### src/rtl/ram_ctrl_pkg.sv
// Shared constants for the RAM command port: opcodes, arbiter FSM states
// and requester ids.
package ram_ctrl_pkg;

  // 2-bit opcode carried in the top bits of ram_din
  localparam logic [1:0] CMD_WR_ADDR = 2'b00;
  localparam logic [1:0] CMD_WR_DATA = 2'b01;
  localparam logic [1:0] CMD_RD_ADDR = 2'b10;
  localparam logic [1:0] CMD_RD_DATA = 2'b11;

  // Requester ids, also used as the arbiter grant index
  localparam logic PORT_A = 1'b0;
  localparam logic PORT_B = 1'b1;

  typedef enum logic [2:0] {
    ST_IDLE    = 3'd0,
    ST_WR_ADDR = 3'd1,
    ST_WR_DATA = 3'd2,
    ST_RD_ADDR = 3'd3,
    ST_RD_CMD  = 3'd4,
    ST_RD_WAIT = 3'd5
  } state_e;

endpackage

### src/rtl/ram_port_arbiter_rr_arb2.sv
// Two-input round-robin arbiter. The grant is combinational; the
// last-grant register only moves when the caller actually accepts.
module rr_arb2
  import ram_ctrl_pkg::*;
(
  input  logic       clk,
  input  logic       rst_n,
  input  logic [1:0] req,
  input  logic       update_en,
  output logic [1:0] gnt,
  output logic       gnt_id
);

  logic last_grant_q;
  logic last_grant_d;

  // Lone requester wins; a tie goes to the port that was not served last
  always_comb begin
    gnt_id       = PORT_A;
    gnt          = 2'b00;
    last_grant_d = last_grant_q;
    if (req == 2'b11) begin
      gnt_id = ~last_grant_q;
    end else if (req[1]) begin
      gnt_id = PORT_B;
    end
    if (req != 2'b00) begin
      gnt = (gnt_id == PORT_B) ? 2'b10 : 2'b01;
      if (update_en) begin
        last_grant_d = gnt_id;
      end
    end
  end

  // Last-grant register; B after reset so A wins the first tie
  always_ff @(posedge clk) begin
    if (!rst_n) begin
      last_grant_q <= PORT_B;
    end else begin
      last_grant_q <= last_grant_d;
    end
  end

endmodule

### src/rtl/ram_port_arbiter.sv
// Shares the command-driven single-port RAM between requester A (SPI side)
// and requester B (local host). Each accepted transaction is expanded into
// the RAM's opcode sequence; read data is routed back to the owning port.
module ram_port_arbiter
  import ram_ctrl_pkg::*;
#(
  parameter int ADDR_SIZE  = 8,
  parameter int DATA_W     = 8,
  parameter int RD_TIMEOUT = 4
) (
  input  logic                 clk,
  input  logic                 rst_n,
  input  logic                 a_req_valid,
  input  logic                 a_req_we,
  input  logic [ADDR_SIZE-1:0] a_req_addr,
  input  logic [DATA_W-1:0]    a_req_wdata,
  output logic                 a_req_ready,
  output logic                 a_rsp_valid,
  output logic                 a_rsp_err,
  output logic [DATA_W-1:0]    a_rsp_rdata,
  input  logic                 b_req_valid,
  input  logic                 b_req_we,
  input  logic [ADDR_SIZE-1:0] b_req_addr,
  input  logic [DATA_W-1:0]    b_req_wdata,
  output logic                 b_req_ready,
  output logic                 b_rsp_valid,
  output logic                 b_rsp_err,
  output logic [DATA_W-1:0]    b_rsp_rdata,
  output logic [ADDR_SIZE+1:0] ram_din,
  output logic                 ram_rx_valid,
  input  logic [DATA_W-1:0]    ram_dout,
  input  logic                 ram_tx_valid,
  output logic                 busy
);

  localparam int CNT_W = (RD_TIMEOUT > 1) ? $clog2(RD_TIMEOUT) : 1;

  state_e                 state_q, state_d;
  logic                   we_q, we_d;
  logic                   owner_q, owner_d;
  logic [ADDR_SIZE-1:0]   addr_q, addr_d;
  logic [DATA_W-1:0]      wdata_q, wdata_d;
  logic [CNT_W-1:0]       cnt_q, cnt_d;
  logic                   a_rsp_valid_q, a_rsp_valid_d, a_rsp_err_q, a_rsp_err_d;
  logic                   b_rsp_valid_q, b_rsp_valid_d, b_rsp_err_q, b_rsp_err_d;
  logic [DATA_W-1:0]      a_rsp_rdata_q, a_rsp_rdata_d, b_rsp_rdata_q, b_rsp_rdata_d;

  logic [1:0]             arb_req;
  logic [1:0]             arb_gnt;
  logic                   arb_id;
  logic                   accept;

  // Arbitration only happens in IDLE, and never while reset is held
  assign arb_req = {b_req_valid, a_req_valid};
  assign accept  = rst_n && (state_q == ST_IDLE) && (arb_req != 2'b00);

  rr_arb2 u_arb (
    .clk       (clk),
    .rst_n     (rst_n),
    .req       (arb_req),
    .update_en (accept),
    .gnt       (arb_gnt),
    .gnt_id    (arb_id)
  );

  assign a_req_ready = accept && arb_gnt[0];
  assign b_req_ready = accept && arb_gnt[1];
  assign busy        = (state_q != ST_IDLE);
  assign a_rsp_valid = a_rsp_valid_q;
  assign a_rsp_err   = a_rsp_err_q;
  assign a_rsp_rdata = a_rsp_rdata_q;
  assign b_rsp_valid = b_rsp_valid_q;
  assign b_rsp_err   = b_rsp_err_q;
  assign b_rsp_rdata = b_rsp_rdata_q;

  // Next-state, transaction latch, RAM command decode and response update
  always_comb begin
    state_d       = state_q;
    we_d          = we_q;
    owner_d       = owner_q;
    addr_d        = addr_q;
    wdata_d       = wdata_q;
    cnt_d         = cnt_q;
    a_rsp_valid_d = 1'b0;
    a_rsp_err_d   = 1'b0;
    b_rsp_valid_d = 1'b0;
    b_rsp_err_d   = 1'b0;
    a_rsp_rdata_d = a_rsp_rdata_q;
    b_rsp_rdata_d = b_rsp_rdata_q;
    ram_din       = '0;
    ram_rx_valid  = 1'b0;
    case (state_q)
      ST_IDLE: begin
        if (accept) begin
          owner_d = arb_id;
          we_d    = (arb_id == PORT_B) ? b_req_we    : a_req_we;
          addr_d  = (arb_id == PORT_B) ? b_req_addr  : a_req_addr;
          wdata_d = (arb_id == PORT_B) ? b_req_wdata : a_req_wdata;
          state_d = we_d ? ST_WR_ADDR : ST_RD_ADDR;
        end
      end
      ST_WR_ADDR: begin
        ram_din      = {CMD_WR_ADDR, addr_q};
        ram_rx_valid = 1'b1;
        state_d      = ST_WR_DATA;
      end
      ST_WR_DATA: begin
        ram_din      = {CMD_WR_DATA, wdata_q};
        ram_rx_valid = 1'b1;
        state_d      = ST_IDLE;
      end
      ST_RD_ADDR: begin
        ram_din      = {CMD_RD_ADDR, addr_q};
        ram_rx_valid = 1'b1;
        state_d      = ST_RD_CMD;
      end
      ST_RD_CMD: begin
        ram_din      = {CMD_RD_DATA, {ADDR_SIZE{1'b0}}};
        ram_rx_valid = 1'b1;
        cnt_d        = '0;
        state_d      = ST_RD_WAIT;
      end
      ST_RD_WAIT: begin
        if (ram_tx_valid) begin
          if (owner_q == PORT_B) begin
            b_rsp_valid_d = 1'b1;
            b_rsp_rdata_d = ram_dout;
          end else begin
            a_rsp_valid_d = 1'b1;
            a_rsp_rdata_d = ram_dout;
          end
          state_d = ST_IDLE;
        end else if (cnt_q == CNT_W'(RD_TIMEOUT - 1)) begin
          if (owner_q == PORT_B) begin
            b_rsp_valid_d = 1'b1;
            b_rsp_err_d   = 1'b1;
          end else begin
            a_rsp_valid_d = 1'b1;
            a_rsp_err_d   = 1'b1;
          end
          state_d = ST_IDLE;
        end else begin
          cnt_d = cnt_q + 1'b1;
        end
      end
      default: state_d = ST_IDLE;
    endcase
    // Hold the RAM idle while reset is asserted so an aborted write never
    // reaches the data phase
    if (!rst_n) begin
      ram_din      = '0;
      ram_rx_valid = 1'b0;
    end
  end

  // State, transaction and response registers
  always_ff @(posedge clk) begin
    if (!rst_n) begin
      state_q       <= ST_IDLE;
      we_q          <= 1'b0;
      owner_q       <= PORT_A;
      addr_q        <= '0;
      wdata_q       <= '0;
      cnt_q         <= '0;
      a_rsp_valid_q <= 1'b0;
      a_rsp_err_q   <= 1'b0;
      a_rsp_rdata_q <= '0;
      b_rsp_valid_q <= 1'b0;
      b_rsp_err_q   <= 1'b0;
      b_rsp_rdata_q <= '0;
    end else begin
      state_q       <= state_d;
      we_q          <= we_d;
      owner_q       <= owner_d;
      addr_q        <= addr_d;
      wdata_q       <= wdata_d;
      cnt_q         <= cnt_d;
      a_rsp_valid_q <= a_rsp_valid_d;
      a_rsp_err_q   <= a_rsp_err_d;
      a_rsp_rdata_q <= a_rsp_rdata_d;
      b_rsp_valid_q <= b_rsp_valid_d;
      b_rsp_err_q   <= b_rsp_err_d;
      b_rsp_rdata_q <= b_rsp_rdata_d;
    end
  end

endmodule
### config.mk
export PLATFORM = sky130hd
export DESIGN_NAME = ram_port_arbiter
export DESIGN_NICKNAME = d
export VERILOG_FILES = /design/src/rtl/ram_ctrl_pkg.sv /design/src/rtl/ram_port_arbiter_rr_arb2.sv /design/src/rtl/ram_port_arbiter.sv
export SDC_FILE = /design/constraint.sdc
export NUM_CORES = 1
export LEC_CHECK = 0
export CAP_MARGIN = 30
export CORE_UTILIZATION = 40
export CTS_CLUSTER_DIAMETER = 80
export DETAILED_ROUTE_END_ITERATION = 12
export GPL_ROUTABILITY_DRIVEN = 0
export PLACE_DENSITY_LB_ADDON = 0.2
export SLEW_MARGIN = 20
export SYNTH_ARGS = -nofsm -noshare
export SYNTH_HDL_FRONTEND = slang
export SYNTH_HIERARCHICAL = 1
export SYNTH_SLANG_ARGS = --single-unit
### constraint.sdc
create_clock -name clk -period 1.95 [get_ports clk]
set_input_delay 0.2925 -clock clk [delete_from_list [all_inputs] [get_ports clk]]
set_output_delay 0.2925 -clock clk [all_outputs]
set_load 0.02 [all_outputs]
==> metrics, run 1 <==
status finished clean; Post-Synth Simple-Gate Area 21.4%; crit path from b_req_valid; total CTS buffers 5; Fill cells 412; largest net degree at the start of global routing 34; Final Hold Violating Endpoints 0; vias in the first global route 1,760; Setup crit start kind primary input; Die W 73.7 um; postcts setup bufs 0; initial core utilization 42.4%; GRT Total Usage 18.0%; Peak VDD IR 0.307 mV; Placed Cells incl. Taps 369; Mapped Cells 224; post-synthesis compound-gate area fraction 6.93%; Area growth syn-to-layout 50.2%; Synth Cell Area 2060 um^2; synth unique cells 37; Post-CTS Hold Fix Bufs 0; antenna fix cells 0; register area share after synthesis 41.8%; layout cells sized above 1 14.2%; Rows 25; worst min-delay path class in2reg; data required time at the worst endpoint 1.66 ns; max_cap viols 0; Max Clock Skew 0.00558 ns; nature of the critical path endpoint output port; XOR/XNOR share of the synthesized area 0.426%; Vias/cell 4.83; Pleak 1.36 nW; Synth top area share 41.8%; DRC Markers 0; post-synthesis register bit count 43; CTS tree yes; synthesized-area fraction occupied by adder cells 0.608%; Syn Area/Cell 9.18 um^2; reg2reg start state_q[2]; post-route insts no fill 377; largest family of logic cells by synthesized area multiplexers; H-tree depth 2; initial antenna violation count 0; core area 4850 um^2; Ports 81; Power Density 685 nW/um^2; Routed WL per cell 12.0 um; fin crit share 96.2%; die area 5430 um^2; worst hold path startpoint rst_n; RSZ-0062 raised after global routing false; mux share of post-synthesis cell area 23.8%; fraction of registers with async set/reset 0%; flop-to-flop setup slack 0.34 ns; clock sinks 43; drt first pass iters 4; Yosys top cell by area dfxtp_1; final WL 4540 um; top post-synthesis cells by area dfxtp_1, mux2i_1, nand2_1, nand3b_1, a21oi_1; Data arrival, critical path 1.58 ns; Post-synth EDFFs 0; Placed Area 2980 um^2; final setup fails 0; Slew @ Worst Pin 0.397 ns; Detail Route Antenna Nets 0; CTS max path bufs 2; CTS Root Buffer Type clkbuf_8; Vias 1,822; post-route cell area 3090 um^2; port buffer count 80; path depth of the worst reg2reg path 4; Max Fanout on Critical Path 3; minimum clock period 1.88 ns; Synth Net Count 272; clock latency on the worst-skew pair 0.30 ns; reg-to-reg endpoint b_rsp_rdata[2]; worst setup path category in2out; Die Y 73.7 um; Initial DRC Count 75; CP Capture Point b_req_ready; Reg clk slew, reported paths 0.08 ns; first-pass GRT wire length 7560 um; Yosys warnings 6; Nets 357; total grt overflow 0; fin. max-slew vios 0; main flop type after synthesis dfxtp_1; Detail Placement HPWL 3330 um; Slew HR 73.5%; Fmax achieved 533 MHz
## layout by cell type, fill, tap and decap left out, drive strengths merged
cell / netlist / layout
nand3b: 9 / 9
nor4bb: 1 / 1
or4: 1 / 1
nor3b: 2 / 2
o211a: 1 / 1
a2bb2oi: 1 / 1
xnor2: 1 / 1
o21ai: 3 / 3
mux2i: 49 / 49
or3b: 1 / 1
a21oi: 9 / 9
and2: 3 / 3
nor2b: 2 / 2
a41o: 1 / 1
ha: 1 / 1
inv: 3 / 3
buf: 9 / 21
a21boi: 4 / 4
nand2: 52 / 52
and3: 2 / 2
dlygate4sd2: 0 / 7
nand3: 2 / 2
o22ai: 2 / 2
nor4b: 1 / 1
nor2: 4 / 4
and4b: 1 / 1
clkbuf: 9 / 9
a211oi: 1 / 1
nand2b: 3 / 3
clkinv: 0 / 1
nand4: 1 / 1
clkdlybuf4s50: 0 / 65
or3: 1 / 1
bufinv: 0 / 1
dfxtp: 43 / 43
nor3: 1 / 1
## synthesized netlist by cell type (all sizes together), types with 3 or more instances
cell / n
nand2: 52
mux2i: 49
dfxtp: 43
a21oi: 9
buf: 9
clkbuf: 9
nand3b: 9
a21boi: 4
nor2: 4
and2: 3
inv: 3
nand2b: 3
o21ai: 3
## metal layers
layer  wire length (um)  vias to the layer above  track usage [%]
met3                243                        7             4.80
met2               2160                       58             30.4
met1               2060                      826             21.2
met4                 70                        0             8.33
met5                  0                        -                0
li1                   -                      931                -
## power breakdown
part / switching, mW / internal (mW) / total [mW]
Combinational: 0.191 / 0.236 / 0.427
Clock: 0.308 / 0.415 / 0.723
Sequential: 0.0331 / 0.934 / 0.967
## how the worst min path moves through the flow
stage,end,slack (ns),cells past startpoint
after floorplan,u_arb/last_grant_q,0.35,1
after global placement,a_rsp_rdata[7],0.44,2
after detailed placement,a_rsp_rdata[4],0.45,2
after CTS,u_arb/last_grant_q,0.41,3
after global routing,u_arb/last_grant_q,0.44,3
final,u_arb/last_grant_q,0.43,3
## cell families (layout without fill, tap and decap cells)
| kind of cell | Yosys count | count (layout) |
|---|---|---|
| multiplexers | 49 | 49 |
| AND/OR/NAND/NOR | 87 | 87 |
| XOR/XNOR | 1 | 1 |
| adder cells (fa/ha/maj) | 1 | 1 |
| AO/OA/AOI/OAI | 22 | 22 |
| flip-flops | 43 | 43 |
| buffers and inverters | 21 | 107 |
## cell type report
| cell class | count | area [um^2] | share of cell area (%) |
|---|---|---|---|
| Clock inverter | 2 | 35.0 | 1.13 |
| Multi-Input combinational cell | 160 | 1110 | 36.1 |
| Clock buffer | 6 | 82.6 | 2.67 |
| Timing Repair Buffer | 96 | 897 | 29.0 |
| Tap cell | 67 | 83.8 | 2.71 |
| Inverter | 3 | 13.8 | 0.446 |
| Sequential cell | 43 | 862 | 27.9 |
## through the flow
step                setup TNS (ns)  util, %  hold WS [ns]  power [mW]  setup WS (ns)
floorplan                        0        -         0.352        1.22          0.201
global placement             -1.25     61.5         0.441        1.42         -0.389
detailed placement           -1.39     61.5         0.450        1.42         -0.416
CTS                              0     63.5         0.411        2.13        0.00122
global route                     0     63.7         0.435        2.21        0.00473
finish                           0     63.7         0.433        2.12         0.0741
## critical path, stage by stage
cell,delay (ns)
clkdlybuf4s50_1,0.47
nor2_1,0.06
or4_4,0.44
inv_4,0.08
and2_4,0.14
buf_6,0.11
## repair_timing
action,4_1_cts,5_1_grt
endpoints found under the setup margin,14,12
gates resized for setup,31,15
pin swaps,0,0
cloned,0,0
## sequential cells by signal, summed over array words and instances, names as in the netlist
register and flops:
wdata_q 8, state_q 3, u_arb/last_grant_q 1, owner_q 1, cnt_q 2, a_rsp_valid 1
a_rsp_err 1, b_rsp_valid 1, a_rsp_rdata 8, b_rsp_err 1, b_rsp_rdata 8, addr_q 8
No activity file was read; power rests on OpenSTA's default activity.
==> run 2: changes to the inputs <==
- RECOVER_POWER: default -> 25
==> run 2 against run 1 <==
  * First-iteration DRC count shrank 13%
  * Maximum frequency grew 0.24%
  * Flip-flop and latch count is the same
  * Largest cell class unchanged
  * Global-route usage is the same
  * Hold slack lost 0.00097 ns
  * Critical endpoint unchanged
  * Sequential share of layout area grew 0.19 points
  * Critical path depth shrank 1
  * Cell count is the same
  * Clock-buffer cell count is the same
  * Sequential power is essentially flat
==> metrics, run 2 (synthesis results as in run 1) <==
die area 5430 um^2 (unchanged); Vias 1,820 (-0.11%); Post-CTS Hold Fix Bufs 0 (unchanged); worst min-delay path class in2reg; Peak VDD IR 0.307 mV (about the same); Max Fanout on Critical Path 3 (unchanged); postcts setup bufs 0 (unchanged); Area growth syn-to-layout 49.1%; Max Clock Skew 0.00542 ns (-0.000163 ns); Initial DRC Count 65 (-13%); cells along the critical path nand2b_4 -> or4_4 -> inv_4 -> and2_4 -> buf_6; status finished clean; antenna fix cells 0 (unchanged); Pleak 1.36 nW (+0.42%); final WL 4530 um (-0.29%); H-tree depth 2 (unchanged); Data arrival, critical path 1.58 ns (about the same); Power Density 688 nW/um^2 (+0.45%); vias in the first global route 1,760 (unchanged); Crit-path slowest cell or4_4; RSZ-0062 raised after global routing false; Detail Route Antenna Nets 0 (unchanged); nature of the critical path endpoint output port; minimum clock period 1.87 ns (-0.00452 ns); initial antenna violation count 0 (unchanged); largest net degree at the start of global routing 34 (unchanged); Reg clk slew, reported paths 0.08 ns (about the same); first-pass GRT wire length 7560 um (unchanged); CTS max path bufs 2 (unchanged); drt first pass iters 4 (unchanged); Ports 81 (unchanged); TNS Setup 0 ns (unchanged); post-route cell area 3070 um^2 (-0.69%); Vias/cell 4.83 (-0.11%); Fmax achieved 534 MHz (+0.24%); Slew @ Worst Pin 0.576 ns (+0.179 ns); Die Y 73.7 um (unchanged); Worst path max stage delay 0.50 ns (+0.03 ns); most common cell after layout, fill and taps aside clkdlybuf4s50_1; worst path bufs/invs 2 (-1); core area 4850 um^2 (unchanged); CTS tree yes; Setup crit start kind flip-flop; CTS Root Buffer Type clkbuf_8; max_cap viols 0 (unchanged); worst hold path startpoint rst_n; crit path from state_q[0]; Die W 73.7 um (unchanged); Detail Placement HPWL 3330 um (unchanged); layout cells sized above 1 13.9% (-0.32 points); worst setup path category reg2out; most frequent cells in the layout clkdlybuf4s50_1, nand2_1, mux2i_1; Nets 357 (unchanged); data required time at the worst endpoint 1.66 ns (about the same); DRC Markers 0 (unchanged); clock latency on the worst-skew pair 0.30 ns (about the same); reg2reg start state_q[0]; GRT Total Usage 18.0% (unchanged); port buffer count 80 (unchanged); Rows 25 (unchanged); total grt overflow 0 (unchanged); fin. max-slew vios 0 (unchanged); Routed WL per cell 12.0 um (-0.29%); clock sinks 43 (unchanged); total CTS buffers 5 (unchanged); final setup fails 0 (unchanged); Final Hold Violating Endpoints 0 (unchanged); Slew HR 61.6% (-12 points); initial core utilization 42.4% (unchanged); CP delay by family, top simple AND/OR/NAND/NOR gates; Placed Area 2980 um^2 (unchanged); fin crit share 96.0% (-0.23 points)
[run 2: cell types whose count changed in the layout (fill, tap and decap cells not counted), sizes merged]
| cell | delta |
|---|---|
| clkbuf | +3 |
| dlygate4sd3 | +4 |
| clkdlybuf4s50 | -4 |
| buf | -3 |
[run 2: per-layer routing]
metal	share of wire (%)	up-vias	GRT usage, %
met5	0	-	0
met3	5.1	7	4.80
met1	45	829	21.2
met4	1.5	0	8.33
met2	48	53	30.4
li1	-	931	-
[run 2: power by group]
part	switching [mW]	internal, mW	leakage [nW]
Sequential	0.0330	0.934	0.351
Combinational	0.190	0.230	0.952
Clock	0.310	0.415	0.0612
Total	0.533	1.58	1.36
[run 2: stage by stage]
| stage | total power, mW | hold WS, ns | util (%) | std cells | setup WS [ns] |
|---|---|---|---|---|---|
| after floorplan | 1.22 | 0.352 | - | 224 | 0.201 |
| after global placement | 1.42 | 0.441 | 61.5 | 369 | -0.389 |
| after detailed placement | 1.42 | 0.450 | 61.5 | 369 | -0.416 |
| after CTS | 2.13 | 0.411 | 63.5 | 377 | 0.00122 |
| after global routing | 2.20 | 0.435 | 63.3 | 377 | 0.00559 |
| final | 2.11 | 0.432 | 63.3 | 377 | 0.0786 |
[run 2: timing repair]
action | CTS | global route
endpoints found under the hold margin | 0 | 0
resized for setup | 31 | 15
endpoints found under the setup margin | 14 | 12
[run 2: cell type report]
| class | instances | area, um^2 |
|---|---|---|
| sequential | 43 | 862 |
| fill | 416 | 1780 |
| timing repair buffer | 96 | 876 |
| clock buffer | 6 | 82.6 |
| multi-input combinational | 160 | 1110 |
| inverter | 3 | 13.8 |
| clock inverter | 2 | 35.0 |
| tap | 67 | 83.8 |
[run 2: path summary, 6_finish.rpt]
check             depth (start not counted)  slack, ns                  to
hold reg to reg                           2       0.46      b_rsp_rdata[5]
hold / removal                            3       0.43  u_arb/last_grant_q
setup / recovery                          5       0.08         b_req_ready
setup reg to reg                          4       0.24           addr_q[3]
[run 2: worst reg2reg max path, delay by kind of cell (launching register included)]
family	cells	cell delay, ns
buffers and inverters	1	0.39
DFF	1	0.34
muxes	1	0.22
and+or+nand+nor	2	0.63
==> run 3: changes to the inputs <==
- DONT_BUFFER_PORTS: default -> 1
- SKIP_LAST_GASP: default -> 1
==> run 3 against run 2 <==
  * Sequential share of layout area rose by 9.8 points
  * Cell count fell by 23%
  * Largest cell class unchanged
  * Die area did not move
  * Power fell by 2.4%
  * First-iteration DRC count rose by 57%
  * Worst setup slack improved by 0.016 ns
==> metrics, run 3 (synthesis results as in run 1) <==
RSZ-0062 raised after global routing false; Power Density 907 nW/um^2 (+32%); Pleak 0.986 nW (-28%); Slew HR 66.9% (+5.3 points); H-tree depth 2 (unchanged); Data arrival, critical path 1.56 ns (-0.02 ns); vias in the first global route 1,399 (-21%); Max Clock Skew 0.00438 ns (-0.00104 ns); port buffer count 0 (-100%); clock latency on the worst-skew pair 0.29 ns (about the same); Fmax achieved 539 MHz (+0.85%); minimum clock period 1.86 ns (-0.0158 ns); postcts setup bufs 0 (unchanged); Tot Pwr 2.06 mW (-2.4%); Setup crit start kind flip-flop; TNS Setup 0 ns (unchanged); core area 4850 um^2 (unchanged); drt first pass iters 4 (unchanged); WHS Path Cells 1 (-2); path depth of the worst reg2reg path 4 (unchanged); Vias 1,510 (-17%); Die W 73.7 um (unchanged); dpl ws 0.259 ns (+0.675 ns); worst min-delay path class in2reg; antenna fix cells 0 (unchanged); Die Y 73.7 um (unchanged); layout cells sized above 1 12.5% (-1.4 points); flop-to-flop setup slack 0.37 ns (+0.13 ns); Nets 271 (-24%); Routed WL per cell 13.9 um (+16%); Final Hold Violating Endpoints 0 (unchanged); Comb power frac 13.0% (-6.9 points); Reg power frac 47.1% (+1.3 points); most common cell after layout, fill and taps aside nand2_1; die area 5430 um^2 (unchanged); clock sinks 43 (unchanged); Max Fanout on Critical Path 4 (+1); Rows 25 (unchanged); fin crit share 95.2% (-0.81 points); worst setup path category reg2out; CTS Root Buffer Type clkbuf_8; initial antenna violation count 0 (unchanged); total CTS buffers 5 (unchanged); Fill cells 491 (+18%); Net Sw Frac 23.9% (-1.3 points); Reg clk slew, reported paths 0.08 ns (about the same); Peak VDD IR 0.428 mV (+39%); DRC Markers 0 (unchanged); GRT Total Usage 15.5% (-2.6 points); final WL 4040 um (-11%); Initial DRC Count 102 (+57%); internal power 1.57 mW (-0.69%); post-route cell area 2270 um^2 (-26%); max_cap viols 0 (unchanged); Placed Area 2130 um^2 (-29%); largest net degree at the start of global routing 55 (+62%); CTS max path bufs 2 (unchanged); Ports 81 (unchanged); CTS tree yes; Crit-path slowest cell or4_4; Worst Setup Slack, final 0.0944 ns (+0.0158 ns); Detail Placement HPWL 2800 um (-16%); first-pass GRT wire length 6320 um (-16%); Vias/cell 5.19 (+7.5%); Psw 494 uW (-7.4%); fin. max-slew vios 0 (unchanged); data required time at the worst endpoint 1.66 ns (about the same); Detail Route Antenna Nets 0 (unchanged); Worst path max stage delay 0.49 ns (about the same); clock share of power 39.9% (+5.6 points); total grt overflow 0 (unchanged); Area growth syn-to-layout 10.5%; final setup fails 0 (unchanged); most frequent cells in the layout nand2_1, mux2i_1, dfxtp_1; cells along the critical path nand2b_2 -> or4_4 -> inv_2 -> and2_4; Slew @ Worst Pin 0.498 ns (-0.0785 ns); initial core utilization 42.4% (unchanged); nature of the critical path endpoint output port; status finished clean
## run 3: final timing paths
kind	end	startpoint
max	b_req_ready	state_q[0]
min	u_arb/last_grant_q	rst_n
max reg2reg	addr_q[5]	u_arb/last_grant_q
min reg2reg	addr_q[5]	addr_q[5]
## run 3: cell type report
| cell class | count | area (um^2) | share of cell area [%] |
|---|---|---|---|
| Clock buffer | 5 | 68.8 | 3.03 |
| Clock inverter | 3 | 67.6 | 2.97 |
| Inverter | 3 | 11.3 | 0.496 |
| Multi-Input combinational cell | 160 | 1100 | 48.6 |
| Sequential cell | 43 | 862 | 37.9 |
| Tap cell | 67 | 83.8 | 3.69 |
| Timing Repair Buffer | 10 | 75.1 | 3.30 |
## run 3: metrics by stage
stage | cells | hold WS (ns) | utilization, %
2_1_floorplan | 224 | 0.352 | -
3_3_place_gp | 283 | 0.358 | 43.9
3_5_place_dp | 283 | 0.360 | 43.9
4_1_cts | 291 | 0.0477 | 46.8
5_1_grt | 291 | 0.0404 | 46.9
6_report | 291 | 0.0596 | 46.9
## run 3: what timing repair did
item / CTS / global route
gates resized for setup: 3 / 5
setup endpoints to repair: 2 / 3
hold buffers: 0 / 0
pin swaps: 0 / 0
## run 3: critical path: cells and delay by family (launching register included)
kind,cells,cell delay (ns)
and+or+nand+nor,3,0.86
DFF,1,0.33
buffers and inverters,1,0.09
## run 3: layer usage
layer	share of wire, %	track usage (%)	up-vias
met3	6.5	4.80	7
met1	47	18.4	688
met2	45	25.7	53
met4	1.4	6.41	0
li1	-	-	762
met5	0	0	-
## run 3: power by group through the flow
stage / clock network [mW] / logic [mW] / registers, mW
6_report: 0.823 / 0.268 / 0.971
5_1_grt: 0.889 / 0.295 / 0.979
4_1_cts: 0.849 / 0.269 / 0.971
3_5_place_dp: 0 / 0.268 / 0.991
3_3_place_gp: 0 / 0.266 / 0.990
2_1_floorplan: 0 / 0.245 / 0.977
